[src/rtl/fc_primitive_tx.sv]
// fc_primitive_tx: FC transmit word mux choosing between frame words and port-state primitives.
// Optional aborted-frame counter enabled by defining FC_TX_ABORT_CNT_EN.
package fc;
  typedef enum logic [3:0] {AC, LR1, LR2, LR3, LF1, LF2, OL1, OL2, OL3} state_t;
endpackage

module fc_primitive_tx (
  input  logic        clk,
  input  logic        reset,
  input  fc::state_t  state,
  input  logic        is_active,
  input  logic [31:0] in_data,
  input  logic [3:0]  in_datak,
  input  logic        in_valid,
  input  logic        in_startofpacket,
  input  logic        in_endofpacket,
  output logic        in_ready,
  output logic [31:0] tx_data,
  output logic [3:0]  tx_datak
`ifdef FC_TX_ABORT_CNT_EN
  ,
  output logic [15:0] abort_count
`endif
);
  localparam logic [31:0] P_IDLE = 32'hBC95B5B5;
  localparam logic [31:0] P_LR   = 32'hBC49BF49;
  localparam logic [31:0] P_LRR  = 32'hBC35BF49;
  localparam logic [31:0] P_OLS  = 32'hBC358A55;
  localparam logic [31:0] P_NOS  = 32'hBC55BF45;
  typedef enum logic [1:0] {GAP, READY, FRAME, DROP} fsm_t;
  fsm_t        fsm_q, fsm_d;
  logic [2:0]  gap_cnt_q, gap_cnt_d;
  logic [31:0] tx_data_q, tx_data_d, prim;
  logic [3:0]  tx_datak_q, tx_datak_d;
  logic        acc, fwd;
  always_comb begin
    case (state)
      fc::LR1, fc::OL2: prim = P_LR;
      fc::LR2:          prim = P_LRR;
      fc::LF1, fc::OL1: prim = P_OLS;
      fc::LF2, fc::OL3: prim = P_NOS;
      default:          prim = P_IDLE;
    endcase
  end
  assign in_ready = (fsm_q == DROP) || ((fsm_q inside {READY, FRAME}) && is_active);
  assign acc      = in_valid && in_ready;
  // GAP always emits a primitive, so gap_cnt_q==5 means the sixth gap word goes out this cycle
  always_comb begin
    fsm_d = fsm_q;
    fwd   = 1'b0;
    case (fsm_q)
      GAP:   fsm_d = (gap_cnt_q >= 3'd5 && is_active) ? READY : GAP;
      READY: begin
        fwd   = acc && in_startofpacket;
        fsm_d = fwd ? (in_endofpacket ? GAP : FRAME) : READY;
      end
      FRAME: begin
        fwd   = acc;
        fsm_d = !is_active ? DROP : (acc && in_endofpacket) ? GAP : FRAME;
      end
      DROP:    fsm_d = (acc && in_endofpacket) ? GAP : DROP;
      default: fsm_d = GAP;
    endcase
  end
  always_comb begin
    gap_cnt_d  = (acc && in_endofpacket) ? 3'd0 :
                 (!fwd && gap_cnt_q != 3'd6) ? gap_cnt_q + 3'd1 : gap_cnt_q;
    tx_data_d  = fwd ? in_data : prim;
    tx_datak_d = fwd ? in_datak : 4'b1000;
  end
  always_ff @(posedge clk) begin
    if (reset) begin
      fsm_q      <= GAP;
      gap_cnt_q  <= 3'd0;
      tx_data_q  <= P_NOS;
      tx_datak_q <= 4'b1000;
    end else begin
      fsm_q      <= fsm_d;
      gap_cnt_q  <= gap_cnt_d;
      tx_data_q  <= tx_data_d;
      tx_datak_q <= tx_datak_d;
    end
  end
  assign tx_data  = tx_data_q;
  assign tx_datak = tx_datak_q;
`ifdef FC_TX_ABORT_CNT_EN
  logic [15:0] abort_count_q, abort_count_d;
  always_comb begin
    abort_count_d = (fsm_q == FRAME && fsm_d == DROP && abort_count_q != 16'hFFFF) ?
                    abort_count_q + 16'd1 : abort_count_q;
  end
  always_ff @(posedge clk) begin
    if (reset) abort_count_q <= 16'd0;
    else abort_count_q <= abort_count_d;
  end
  assign abort_count = abort_count_q;
`endif
endmodule

[config.mk]
export PLATFORM = sky130hd
export DESIGN_NAME = fc_primitive_tx
export DESIGN_NICKNAME = d
export VERILOG_FILES = /design/src/rtl/fc_primitive_tx.sv
export SDC_FILE = /design/constraint.sdc
export NUM_CORES = 1
export LEC_CHECK = 0
export ABC_AREA = 1
export BUFFER_PORTS_ARGS = -buffer_cell sky130_fd_sc_hd__clkbuf_2
export CAP_MARGIN = 20
export CORE_ASPECT_RATIO = 0.5
export CORE_MARGIN = 4
export CORE_UTILIZATION = 47
export CTS_CLUSTER_DIAMETER = 50
export DETAILED_ROUTE_END_ITERATION = 10
export GPL_ROUTABILITY_DRIVEN = 0
export PLACE_DENSITY_LB_ADDON = 0.05
export SYNTH_ARGS = -nofsm -noshare
export SYNTH_HDL_FRONTEND = slang
export SYNTH_SLANG_ARGS = --single-unit
[constraint.sdc]
create_clock -name clk -period 3.8 [get_ports clk]
set_clock_uncertainty 0.1 [all_clocks]
set_input_delay 0 -clock clk [delete_from_list [all_inputs] [get_ports clk]]
set_output_delay 0 -clock clk [all_outputs]
set_load 0.02 [all_outputs]
==> metrics.txt <==
# TYPE chip_impl_metric gauge
chip_impl_metric{name="final_util",unit="%"} 81.90
chip_impl_metric{name="share_of_async_settable_or_async_resettable_flops_after_synthesis",unit="%"} 0
chip_impl_metric{name="final-hold-violation-count",unit=""} 0
chip_impl_metric{name="ir_drop_worst_vdd",unit="mV"} 0.3510
chip_impl_metric{name="routed_wire_length_per_instance",unit="um"} 12.66
chip_impl_info{name="worst_r2r_startpoint",value="fsm_q[0]"} 1
chip_impl_metric{name="yosys_register_bits",unit=""} 41
chip_impl_metric{name="setup_viols_final",unit=""} 0
chip_impl_info{name="worstSetupEndpointType",value="flip-flop"} 1
chip_impl_metric{name="drc_viols",unit=""} 0
chip_impl_metric{name="start_util",unit="%"} 50.37
chip_impl_metric{name="top_area_cell_type_share_of_the_netlist_area",unit="%"} 52.86
chip_impl_info{name="worstHoldEndpoint",value="tx_data[21]"} 1
chip_impl_info{name="hold_path.class",value="in -> reg"} 1
chip_impl_metric{name="total_power",unit="mW"} 0.9969
chip_impl_metric{name="clk_latency",unit="ns"} 0.29
chip_impl_info{name="criticalPathCategory",value="reg -> reg"} 1
chip_impl_info{name="setup_repair_after_global_routing_missed_its_margin",value="no"} 1
chip_impl_info{name="cpMaxStageDelayCell",value="dlygate4sd3_1"} 1
chip_impl_metric{name="pwr_density_cell",unit="nW/um^2"} 394.8
chip_impl_metric{name="num-nets-final",unit=""} 364
chip_impl_metric{name="die_height",unit="um"} 48.65
chip_impl_metric{name="yosysWarnings",unit=""} 0
chip_impl_metric{name="min_period",unit="ns"} 2.597
chip_impl_metric{name="die_area",unit="um^2"} 4343
chip_impl_info{name="yosysTopAreaCell",value="dfxtp_1"} 1
chip_impl_metric{name="synth_fp_nets",unit=""} 240
chip_impl_metric{name="num-fill-cells",unit=""} 188
chip_impl_metric{name="totalNegativeSetupSlack",unit="ns"} 0
chip_impl_metric{name="route.final.wire_length",unit="um"} 4458
chip_impl_info{name="synth_flop_cell",value="dfxtp_1"} 1
chip_impl_metric{name="boundaryPins",unit=""} 83
chip_impl_info{name="crit-reg2reg-capture",value="tx_data[4]"} 1
chip_impl_metric{name="tightestPinTransition",unit="ns"} 0.5347
chip_impl_metric{name="drt_iter0_drc",unit=""} 40
chip_impl_metric{name="synthToLayoutAreaGrowth",unit="%"} 62.61
chip_impl_info{name="outcome",value="complete, no violations"} 1
chip_impl_metric{name="synth_edf_count",unit=""} 0
chip_impl_metric{name="synth.avg_cell_area",unit="um^2"} 8.303
chip_impl_info{name="critPathLaunchType",value="flip-flop"} 1
chip_impl_metric{name="grt_pass1_vias",unit=""} 1621
chip_impl_metric{name="fmaxAchievable",unit="GHz"} 0.3850
chip_impl_metric{name="share_clk_of_total_power",unit="%"} 42.5
chip_impl_metric{name="grt_pass1_wl",unit="um"} 7134
chip_impl_metric{name="share_seq_of_total_power",unit="%"} 45.2
chip_impl_metric{name="intPower",unit="mW"} 0.7718
chip_impl_info{name="synthTopCellsByCount",value="dfxtp_1 (41), nand2_1 (36), nor2_1 (25)"} 1
chip_impl_metric{name="dpl.cell_count",unit=""} 304
chip_impl_metric{name="antenna_violations_before_repair",unit=""} 0
chip_impl_info{name="hp-start",value="state[1]"} 1
chip_impl_metric{name="critPathMaxStageDelay",unit="ns"} 0.55
chip_impl_metric{name="cp.arrival",unit="ns"} 2.69
chip_impl_metric{name="final_clock_period_utilization_by_the_worst_path",unit="%"} 68.35
chip_impl_metric{name="worstPathBufferInverterCount",unit=""} 2
chip_impl_metric{name="netlist_area",unit="um^2"} 1553
chip_impl_metric{name="core_area",unit="um^2"} 3083
chip_impl_metric{name="reg2reg_depth",unit=""} 11
chip_impl_info{name="timing.critical_path.max_delay_family",value="simple AND/OR/NAND/NOR gates"} 1
chip_impl_metric{name="port-buffer-count",unit=""} 82
chip_impl_metric{name="ratio_of_cells_with_drive_above_1_in_the_final_layout",unit="%"} 30.45
chip_impl_metric{name="number_of_distinct_library_cells_after_synthesis",unit=""} 26
chip_impl_metric{name="whs_path_depth",unit=""} 5
chip_impl_metric{name="switching_share",unit="%"} 22.58
chip_impl_metric{name="grt_start_max_net_pins",unit=""} 21
chip_impl_metric{name="antenna_cells",unit=""} 0
chip_impl_metric{name="timing.reg2reg.setup_slack",unit="ns"} 1.20
chip_impl_metric{name="cell_count_final_fillers_out",unit=""} 352
chip_impl_metric{name="data_required_time_at_the_worst_endpoint",unit="ns"} 3.89
chip_impl_metric{name="p_sw",unit="mW"} 0.2251
chip_impl_metric{name="post_synthesis_cells",unit=""} 187
chip_impl_metric{name="cts.reportedPaths.clkPinSlew",unit="ns"} 0.08
chip_impl_metric{name="report.final.slew_viol_count",unit=""} 0
chip_impl_metric{name="power.share.combinational",unit="%"} 12.2
chip_impl_metric{name="max_slew_margin",unit="%"} 64.27
chip_impl_metric{name="core.rowCount",unit=""} 14
chip_impl_metric{name="htree_levels",unit=""} 2
chip_impl_metric{name="dr.pass1.iters",unit=""} 4
chip_impl_metric{name="p_leak",unit="nW"} 1.299
chip_impl_metric{name="gr-usage-all-layers",unit="%"} 21.07
chip_impl_metric{name="cap_viol_max_count",unit=""} 0
chip_impl_metric{name="critPathMaxFanout",unit=""} 16
chip_impl_metric{name="clock_path_buffers",unit=""} 2
chip_impl_metric{name="overflow",unit=""} 0
chip_impl_info{name="cts_root_buf",value="clkbuf_8"} 1
chip_impl_info{name="synthTopCellsByArea",value="dfxtp_1 (53%), nand2_1 (8.7%), nor2_1 (6.0%)"} 1
chip_impl_metric{name="clock_sink_count",unit=""} 41
chip_impl_metric{name="detailed_place_hpwl",unit="um"} 2699
chip_impl_info{name="worstPathCellList",value="inv_1 -> ha_1 -> nand2_2 -> nand2_4 -> nand3_1 -> nand2_1 -> nand2_1 -> o21ai_2 -> nor2_1 -> nor2_1 -> dlygate4sd3_1"} 1
chip_impl_info{name="tritoncts",value="built"} 1
chip_impl_metric{name="drt_via_density",unit=""} 4.653
chip_impl_metric{name="via_count",unit=""} 1638
chip_impl_info{name="yosysMostFrequentCell",value="dfxtp_1"} 1
chip_impl_metric{name="numCtsBuffers",unit=""} 5
chip_impl_metric{name="die_x",unit="um"} 89.29
chip_impl_metric{name="drtAntennaViolNets",unit=""} 0
chip_impl_metric{name="yosysSeqAreaShare",unit="%"} 52.86
-- what timing repair did --
action                                 4_1_cts  5_1_grt
setup buffers                                0        0
hold buffers                                40        0
endpoints found under the hold margin       38        0
gates resized for setup                      0        0
-- cell usage in the layout (no fill, tap or decap) --
master,synthesis,final
nor3_1,1,1
xor2_1,1,1
a21boi_2,1,1
ha_1,7,7
o21ai_1,1,1
nand2_2,1,1
a21oi_1,4,4
inv_6,0,1
o21ai_0,6,6
clkinv_1,1,1
nand3_1,15,15
nand2_4,1,1
clkbuf_8,0,5
clkbuf_2,0,82
nand2_1,36,36
and3_1,1,1
bufinv_16,0,2
nand4_1,3,3
or2_1,9,9
nor2_1,25,25
dfxtp_1,41,41
inv_1,23,23
o21ai_2,1,1
o21a_1,1,1
nand4_2,1,1
a22oi_1,1,1
o31a_1,1,1
dlygate4sd3_1,0,40
-- registers in the layout, indices dropped and copies added, names as in the netlist --
signal,flops
tx_data,32
tx_datak,4
gap_cnt_q,3
fsm_q,2
-- per-stage QoR --
stage | hold slack (ns) | setup WS (ns) | cell area, um^2
floorplan | -0.0001304 | 2.038 | 1553
global placement | 0.08009 | 1.420 | 1987
detailed placement | 0.08351 | 1.289 | 1987
CTS | 0.02524 | 1.184 | 2525
global route | 0.05407 | 0.9776 | 2525
finish | 0.03929 | 1.203 | 2525
-- final cells by class --
class	count	area, um^2	area share [%]
repair buffers	122	810.8	32.11
clock inverters	3	68.82	2.725
flip-flops and latches	41	820.8	32.51
multi-input cells	117	615.6	24.38
well taps	40	50.05	1.982
clock buffers	5	68.82	2.725
inverters	24	90.09	3.568
-- power groups by stage --
stage / Clock, mW / Combinational (mW) / Sequential [mW]
after floorplan: 0 / 0.0300 / 0.474
after global placement: 0 / 0.0850 / 0.461
after detailed placement: 0 / 0.0863 / 0.461
after CTS: 0.430 / 0.119 / 0.451
after global routing: 0.446 / 0.135 / 0.453
final: 0.424 / 0.122 / 0.451
-- per-layer routing --
layer	up-vias	wire [um]	share of wire, %	GRT usage [%]
li1	832	-	-	-
met1	745	1684	38	22.22
met5	-	0	0	0
met3	8	341	7.6	7.119
met2	53	2371	53	39.61
met4	0	61	1.4	5.198
-- worst max-delay path by stage --
stage / cells after the start / endpoint / slack, ns / start
global placement: 8 / tx_data[0] / 1.42 / fsm_q[0]
detailed placement: 8 / tx_data[29] / 1.29 / fsm_q[0]
CTS: 11 / tx_data[4] / 1.18 / fsm_q[0]
finish: 11 / tx_data[4] / 1.20 / fsm_q[0]
floorplan: 9 / tx_data[0] / 2.04 / fsm_q[0]
global route: 11 / tx_data[4] / 0.98 / fsm_q[0]
-- cell families after synthesis --
logic type / Yosys count / share of synthesized area (%)
DFF: 41 / 52.86
xor gates and xnor gates: 1 / 0.5642
and+or+nand+nor: 93 / 27.07
adders and majority gates: 7 / 5.640
buffers and inverters: 29 / 7.493
AOI/OAI and AO/OA: 16 / 6.366
-- worst register-to-register path, cell delays in order, from the launching register on --
cell	delay, ns
dfxtp_1	0.37
inv_1	0.07
ha_1	0.34
nand2_2	0.09
nand2_4	0.06
nand3_1	0.11
nand2_1	0.06
nand2_1	0.38
o21ai_2	0.19
nor2_1	0.13
nor2_1	0.04
dlygate4sd3_1	0.55
Note: power is estimated with default switching activity, not from simulation.
